`src/rtl/segments_array_pkg.sv`:
```
// ----------------------------------------------------------------------------
// game_pkg
//   Shared definitions for the Simon Says game blocks.
//   - NUM_SEG  : number of colour slots in a sequence
//   - COLOUR_W : width of one colour code
//   - colour_t : one colour code. The encoding is opaque to the storage logic.
//   - ptr_t    : write pointer. It is wide enough to hold NUM_SEG, the "full" value.
// ----------------------------------------------------------------------------
package game_pkg;

    localparam int NUM_SEG  = 33;
    localparam int COLOUR_W = 2;
    localparam int PTR_W    = 6;

    typedef logic [COLOUR_W-1:0] colour_t;
    typedef logic [PTR_W-1:0]    ptr_t;

    // Colour codes. Only the game FSM and the display logic give them meaning.
    localparam colour_t COLOUR_0 = 2'b00;
    localparam colour_t COLOUR_1 = 2'b01;
    localparam colour_t COLOUR_2 = 2'b10;
    localparam colour_t COLOUR_3 = 2'b11;

    // The pointer value reached once every slot has been written.
    localparam ptr_t SEG_FULL = ptr_t'(NUM_SEG);

endpackage

```
`src/rtl/segments_array_if.sv`:
```
// ----------------------------------------------------------------------------
// fsm_sig
//   Control strobes driven by the game FSM to the blocks around it.
//   - load_colour : append new_colour to the stored sequence on this clock
//   Modports:
//   - master : the game FSM, which drives the strobes
//   - slave  : a consumer such as segments_array, which only reads them
// ----------------------------------------------------------------------------
interface fsm_sig;
    import game_pkg::*;

    logic load_colour;

    modport master (output load_colour);
    modport slave  (input  load_colour);

endinterface

```
`src/rtl/segments_array.sv`:
```
// ----------------------------------------------------------------------------
// segments_array
//   Holds the Simon Says colour sequence. Each load strobe appends one colour
//   code. The whole array is presented in parallel to the playback and compare
//   logic.
//
//   Ports:
//   - clk        : system clock, rising-edge active
//   - reset      : asynchronous, active-high. Clears every slot and the pointer.
//   - new_colour : colour code that is appended when sigs.load_colour is high
//   - segment    : stored colours. segment[k] is the k-th colour loaded.
//                  Slots that have not been written read 0.
//   - sigs       : game FSM control bundle. Only load_colour is used here.
//
//   Once all NUM_SEG slots are written, further loads are dropped. The pointer
//   never wraps, so slot 0 is never overwritten. The sequence length lives in
//   the FSM. It cannot be recovered from the slot contents, because 0 is a
//   valid colour code.
// ----------------------------------------------------------------------------
module segments_array
    import game_pkg::*;
(
    input  logic                     clk,
    input  logic                     reset,
    input  colour_t                  new_colour,
    output colour_t [NUM_SEG-1:0]    segment,
    fsm_sig.slave                    sigs
);

    colour_t [NUM_SEG-1:0] segment_q;
    colour_t [NUM_SEG-1:0] segment_d;
    ptr_t                  wr_ptr_q;
    ptr_t                  wr_ptr_d;

    logic                  do_load;

    // Loads are accepted only while a free slot remains.
    assign do_load = sigs.load_colour && (wr_ptr_q < SEG_FULL);

    always_comb begin
        segment_d = segment_q;
        wr_ptr_d  = wr_ptr_q;
        if (do_load) begin
            // Only the addressed slot changes. All other slots keep their value.
            segment_d[wr_ptr_q] = new_colour;
            wr_ptr_d            = wr_ptr_q + 1'b1;
        end
    end

    // Reset takes priority over a load on the same edge, so nothing is stored.
    always_ff @(posedge clk or posedge reset) begin
        if (reset) begin
            segment_q <= '0;
            wr_ptr_q  <= '0;
        end else begin
            segment_q <= segment_d;
            wr_ptr_q  <= wr_ptr_d;
        end
    end

    // segment comes straight from the registers. There is no combinational
    // path from any input to this output.
    assign segment = segment_q;

endmodule

```
`src/flat_wrapper.sv`:
```
// flat-port wrapper written by rule: the top's interface ports become plain ports
module segments_array_flat import game_pkg::*;
  (clk, reset, new_colour, segment, sigs_load_colour);
  fsm_sig sigs_i ();
  input  logic clk;
  input  logic reset;
  input  colour_t new_colour;
  output colour_t [NUM_SEG-1:0] segment;
  input wire logic [$bits(sigs_i.load_colour)-1:0] sigs_load_colour;
  assign sigs_i.load_colour = sigs_load_colour;
  segments_array u_core (.clk(clk), .reset(reset), .new_colour(new_colour), .segment(segment), .sigs(sigs_i));
endmodule
```
`config.mk`:
```
export PLATFORM = sky130hd
export DESIGN_NAME = segments_array_flat
export DESIGN_NICKNAME = d
export VERILOG_FILES = /design/src/rtl/segments_array_pkg.sv /design/src/rtl/segments_array_if.sv /design/src/rtl/segments_array.sv /design/src/flat_wrapper.sv
export SDC_FILE = /design/constraint.sdc
export NUM_CORES = 1
export LEC_CHECK = 0
export ABC_CLOCK_PERIOD_IN_PS = 3200
export CORE_MARGIN = 4
export CORE_UTILIZATION = 50
export CTS_CLUSTER_SIZE = 24
export DETAILED_ROUTE_END_ITERATION = 6
export PLACE_DENSITY = 0.79
export RECOVER_POWER = 100
export SLEW_MARGIN = 25
export SYNTH_ARGS = -nofsm -noshare
export SYNTH_HDL_FRONTEND = slang
export SYNTH_SLANG_ARGS = --single-unit
```
`constraint.sdc`:
```
create_clock -name clk -period 3.2 [get_ports clk]
set_input_delay 0.64 -clock clk [delete_from_list [all_inputs] [get_ports clk]]
set_output_delay 0.64 -clock clk [all_outputs]
set_load 0.02 [all_outputs]
```
==> impl_results.html <==
<table>
<tr><th>Metric</th><th>Value</th></tr>
<tr><th colspan="2">Setup path</th></tr>
<tr><td>Reg2Reg Depth</td><td>5</td></tr>
<tr><td>Critical R2R Launch</td><td>u_core.wr_ptr_q[0]</td></tr>
<tr><td>Setup Crit Path Kind</td><td>in2reg</td></tr>
<tr><td>Critical path's slowest cell</td><td>sky130_fd_sc_hd__dlygate4sd3_1</td></tr>
<tr><td>Crit path max fanout</td><td>16</td></tr>
<tr><td>Internal reg-to-reg setup slack</td><td>1.13 ns</td></tr>
<tr><td>Critical Path RT</td><td>3.43 ns</td></tr>
<tr><td>Cell breakdown of the critical path</td><td>dlygate4sd3_1 &gt; nand4bb_1 &gt; nor4_1 &gt; mux2_2</td></tr>
<tr><td>Critical Path AT</td><td>2.55 ns</td></tr>
<tr><td>Crit path capture type</td><td>register</td></tr>
<tr><td>Setup crit start kind</td><td>input port</td></tr>
<tr><td>Slowest cell delay on critical path</td><td>0.85 ns</td></tr>
<tr><td>R2R Path End</td><td>u_core.segment[65]</td></tr>
<tr><th colspan="2">Yosys</th></tr>
<tr><td>Top cell type's share of synthesized area</td><td>58.49%</td></tr>
<tr><td>Synthesis warning total</td><td>0</td></tr>
<tr><td>Share of the yosys chip area belonging to registers</td><td>about three fifths</td></tr>
<tr><td>Post-synthesis instance total</td><td>220</td></tr>
<tr><td>Area fraction in and, or, nand and nor cells after synthesis</td><td>11.70%</td></tr>
<tr><td>Synth area leader</td><td>sky130_fd_sc_hd__dfrtp_1</td></tr>
<tr><td>Post-synthesis cell area</td><td>0.003080 sq mm</td></tr>
<tr><td>Synthesized area per cell</td><td>14.00 sq um</td></tr>
<tr><td>Adder and majority cell fraction of the synthesized area</td><td>0.8123%</td></tr>
<tr><td>Compound-cell area share of the yosys netlist</td><td>0.9748%</td></tr>
<tr><td>Xor and xnor area share after synthesis</td><td>less than 1%</td></tr>
<tr><td>Net count after synthesis</td><td>227</td></tr>
<tr><td>Dominant combinational cell family by area after synthesis</td><td>multiplexers</td></tr>
<tr><td>Fraction of synthesized area in multiplexers</td><td>24.49%</td></tr>
<tr><td>Post-synth cell types</td><td>29</td></tr>
<tr><td>Top area cells in the synthesized netlist</td><td>sky130_fd_sc_hd__dfrtp_1 (58%), sky130_fd_sc_hd__mux2_2 (22%), sky130_fd_sc_hd__mux2_1 (2.2%)</td></tr>
<tr><td>Flip-flop and latch count after synthesis</td><td>72</td></tr>
<tr><th colspan="2">Timing</th></tr>
<tr><td>Number of failing setup endpoints in the final timing report</td><td>0</td></tr>
<tr><td>Rel. slew slack</td><td>15.79%</td></tr>
<tr><td>Final period utilization</td><td>72.70%</td></tr>
<tr><td>Slew of the pin with the lowest slew margin</td><td>1.262 ns</td></tr>
<tr><td>Fin Clk Skew</td><td>roughly 0.013 ns</td></tr>
<tr><td>Number of hold-slack violations in the final timing report</td><td>0</td></tr>
<tr><td>Crit path time final</td><td>approximately 2.3 ns</td></tr>
<tr><td>Aggregate negative setup slack</td><td>0 ns</td></tr>
<tr><td>Number of max-slew violations in the final report</td><td>0</td></tr>
<tr><td>RSZ-0062 raised after global routing</td><td>no</td></tr>
<tr><td>Top achievable clock speed</td><td>0.4298 GHz</td></tr>
<tr><th colspan="2">Layout</th></tr>
<tr><td>Final nets</td><td>296</td></tr>
<tr><td>Area overhead of the layout relative to synthesis</td><td>30.67%</td></tr>
<tr><td>Count of non-filler cells in the finished layout</td><td>369</td></tr>
<tr><td>N_diodes</td><td>0</td></tr>
<tr><td>Share of post-route cells with drive strength above 1</td><td>27.55%</td></tr>
<tr><td>Multi-input logic area</td><td>0.001161 sq mm</td></tr>
<tr><td>FF+latch area</td><td>between 0.0015 and 0.002 sq mm</td></tr>
<tr><td>Fill cell total of the finished layout</td><td>470</td></tr>
<tr><th colspan="2">Detailed routing</th></tr>
<tr><td>Remaining DRCs</td><td>0</td></tr>
<tr><td>Drt pass-1 iters</td><td>4</td></tr>
<tr><td>Per-cell via count in the routed design</td><td>5.425</td></tr>
<tr><td>Post-detailed-route wirelength per cell</td><td>between 15 and 20 um</td></tr>
<tr><td>Total routed wirelength</td><td>6275 um</td></tr>
<tr><td>DR iter-0 viols</td><td>125</td></tr>
<tr><td>Total via count in the routed design</td><td>2,002</td></tr>
<tr><td>Final ANT Viol Nets</td><td>0</td></tr>
<tr><th colspan="2">Global route</th></tr>
<tr><td>Routing usage on met1</td><td>25.60%</td></tr>
<tr><td>Wire length of the first global-routing pass</td><td>10,750 um</td></tr>
<tr><td>Overflow after GRT</td><td>0</td></tr>
<tr><td>GR Layer Usage met3</td><td>3.802%</td></tr>
<tr><td>Vias in the first global route</td><td>2,154</td></tr>
<tr><td>Most heavily used metal layer in global routing</td><td>met2</td></tr>
<tr><td>Number of antenna violations at the first check in global routing</td><td>0</td></tr>
<tr><td>Met2 Use GR</td><td>28.65%</td></tr>
<tr><td>Pin count of the biggest net entering global routing</td><td>41</td></tr>
<tr><td>GRT Overall Usage</td><td>18.53%</td></tr>
<tr><th colspan="2">Die</th></tr>
<tr><td>Initial Util</td><td>51.72%</td></tr>
<tr><td>Area of the die</td><td>0.007481 sq mm</td></tr>
<tr><td>Vert. Die Dim</td><td>86.49 um</td></tr>
<tr><td>Die extent in x</td><td>86.49 um</td></tr>
<tr><td>I/O pins</td><td>71</td></tr>
<tr><td>Standard-cell row count</td><td>28</td></tr>
<tr><td>CORE AREA</td><td>just under 0.006 sq mm</td></tr>
<tr><th colspan="2">Clocking</th></tr>
<tr><td>Clock root cell</td><td>sky130_fd_sc_hd__clkbuf_8</td></tr>
<tr><td>Post_cts resized</td><td>0</td></tr>
<tr><td>CTS H-Tree Depth</td><td>3</td></tr>
<tr><td>Later-pin clock latency in the skew report</td><td>0.34 ns</td></tr>
<tr><td>Number of clock sinks</td><td>72</td></tr>
<tr><td>Post-CTS clock slew at the launch and capture registers of the worst setup and hold paths</td><td>0.07 ns</td></tr>
<tr><td>Quantity of hold-fixing buffers added after cts</td><td>0</td></tr>
<tr><td>Number of clock buffers inserted by TritonCTS</td><td>9</td></tr>
<tr><td>TritonCTS clock tree</td><td>yes</td></tr>
<tr><td>Worst-case clock buffer depth</td><td>2</td></tr>
<tr><td># Post-CTS Setup Buffers</td><td>0</td></tr>
<tr><th colspan="2">Placement</th></tr>
<tr><td>Port bufs</td><td>70</td></tr>
<tr><td>Placed insts</td><td>approximately 350</td></tr>
<tr><td>DP HPWL</td><td>4331 um</td></tr>
<tr><td>Global placer's final weighted congestion</td><td>0.7602</td></tr>
<tr><th colspan="2">Power and ir drop</th></tr>
<tr><td>Worst vdd rail ir drop</td><td>0.3128 mV</td></tr>
<tr><td>Power per standard cell area</td><td>501.1 mW/mm^2</td></tr>
<tr><td>Leakage dissipation</td><td>2.104 nW</td></tr>
<tr><th colspan="2">Worst hold path</th></tr>
<tr><td>Worst hold start</td><td>u_core.segment[11]</td></tr>
<tr><td>Number of instances on the worst hold path</td><td>1</td></tr>
<tr><td>Endpoint with the worst hold slack</td><td>u_core.segment[11]</td></tr>
<tr><td>Kind of path behind the tightest hold check</td><td>reg2reg</td></tr>
<tr><th colspan="2">Status</th></tr>
<tr><td>Status</td><td>finished, final reports clean</td></tr>
<tr><th colspan="2">Flow run</th></tr>
<tr><td>Number of max-cap violations</td><td>0</td></tr>
</table>
-- cell usage after synthesis --
| cell | n |
|---|---|
| sky130_fd_sc_hd__dfrtp_1 | 72 |
| sky130_fd_sc_hd__mux2_2 | 61 |
| sky130_fd_sc_hd__nand3_1 | 13 |
| sky130_fd_sc_hd__buf_2 | 9 |
| sky130_fd_sc_hd__nor2_1 | 9 |
| sky130_fd_sc_hd__nand4_1 | 8 |
| sky130_fd_sc_hd__clkbuf_1 | 6 |
| sky130_fd_sc_hd__mux2_1 | 6 |
| sky130_fd_sc_hd__nor4_1 | 4 |
| sky130_fd_sc_hd__inv_1 | 3 |
| sky130_fd_sc_hd__nor2_4 | 3 |
| sky130_fd_sc_hd__nor2b_1 | 3 |
| sky130_fd_sc_hd__xnor2_1 | 3 |
| sky130_fd_sc_hd__ha_1 | 2 |
| sky130_fd_sc_hd__nand3b_1 | 2 |
| sky130_fd_sc_hd__nand4bb_1 | 2 |
| sky130_fd_sc_hd__nor4b_2 | 2 |
| sky130_fd_sc_hd__a21oi_1 | 1 |
| sky130_fd_sc_hd__a31oi_1 | 1 |
| sky130_fd_sc_hd__and3b_1 | 1 |
| sky130_fd_sc_hd__and4bb_2 | 1 |
| sky130_fd_sc_hd__inv_2 | 1 |
| sky130_fd_sc_hd__nand4b_1 | 1 |
| sky130_fd_sc_hd__nand4b_2 | 1 |
| sky130_fd_sc_hd__nor3b_1 | 1 |
| sky130_fd_sc_hd__o21ai_0 | 1 |
| sky130_fd_sc_hd__o21ai_1 | 1 |
| sky130_fd_sc_hd__o31a_1 | 1 |
| sky130_fd_sc_hd__or4b_4 | 1 |
-- sequential cells by signal (all words and copies together), names as in the netlist --
name             cells
u_core.segment      66
u_core.wr_ptr_q      6
-- kinds of logic (layout without fill, tap and decap cells) --
| group | after synthesis | count (layout) |
|---|---|---|
| AOI/OAI and AO/OA | 5 | 5 |
| xor gates and xnor gates | 3 | 3 |
| adders and majority gates | 2 | 2 |
| buffers and inverters | 19 | 93 |
| DFF | 72 | 72 |
| muxes | 67 | 67 |
| and+or+nand+nor | 52 | 52 |
-- cell type report --
| class | count | area share, % |
|---|---|---|
| clock buffer | 14 | 4.538 |
| clock inverter | 2 | 0.8704 |
| sequential | 72 | 44.76 |
| inverter | 4 | 0.3730 |
| timing repair buffer | 73 | 18.28 |
| multi-input combinational | 129 | 28.85 |
| tap | 75 | 2.331 |
-- placed cells by master, fill, tap and decap left out, drive strengths merged --
master         instances
and3b                  1
or4b                   1
nand4bb                2
nor3b                  1
nand4b                 2
clkbuf                14
nand3                 13
o21ai                  2
a31oi                  1
clkdlybuf4s50          2
nand4                  8
and4bb                 1
xnor2                  3
ha                     2
nor2                  12
o31a                   1
clkinv                 1
nor4                   4
mux2                  67
buf                    3
nand3b                 2
a21oi                  1
nor2b                  3
dfrtp                 72
nor4b                  2
dlygate4sd3           68
inv                    4
bufinv                 1
-- how the worst max path moves through the flow --
| stage | from | end | slack [ns] | depth (start not counted) |
|---|---|---|---|---|
| 2_1_floorplan | reset | u_core.segment[0] | 0.74 | 1 |
| 3_3_place_gp | sigs_load_colour | u_core.segment[21] | 0.67 | 4 |
| 3_5_place_dp | sigs_load_colour | u_core.segment[20] | 0.61 | 4 |
| 4_1_cts | sigs_load_colour | u_core.segment[20] | 0.97 | 4 |
| 5_1_grt | sigs_load_colour | u_core.segment[21] | 0.76 | 4 |
| 6_report | sigs_load_colour | u_core.segment[20] | 0.87 | 4 |
-- through the flow --
step	total power (W)	hold WS (ns)	area [sq um]	worst slack, ns	util, %
finish	0.002017	0.4910	4025	0.8735	67.58
CTS	0.002048	0.5055	4060	0.9698	68.17
detailed placement	0.001285	0.4839	3842	0.6136	64.52
global placement	0.001276	0.4685	3842	0.6744	64.52
global route	0.002107	0.5129	4025	0.7646	67.58
floorplan	0.001198	0.6024	3080	0.7351	-
-- worst max-delay path: cells and delay by family --
| family | cells | cell delay [ns] |
|---|---|---|
| buffers and inverters | 1 | 0.85 |
| muxes | 1 | 0.39 |
| and+or+nand+nor | 2 | 0.66 |
-- power breakdown --
group	internal (W)	switching, W
combinational	0.0000932	0.000139
sequential	0.000939	0.0000781
clock	0.000445	0.000323
total	0.00148	0.000540
-- layer usage --
metal / vias up / part of all wire, %
met4: 0 / 2.0
met5: - / 0
met2: 44 / 49
met3: 12 / 3.9
met1: 1013 / 45
li1: 933 / -
Note: power is estimated with default switching activity, not from simulation.
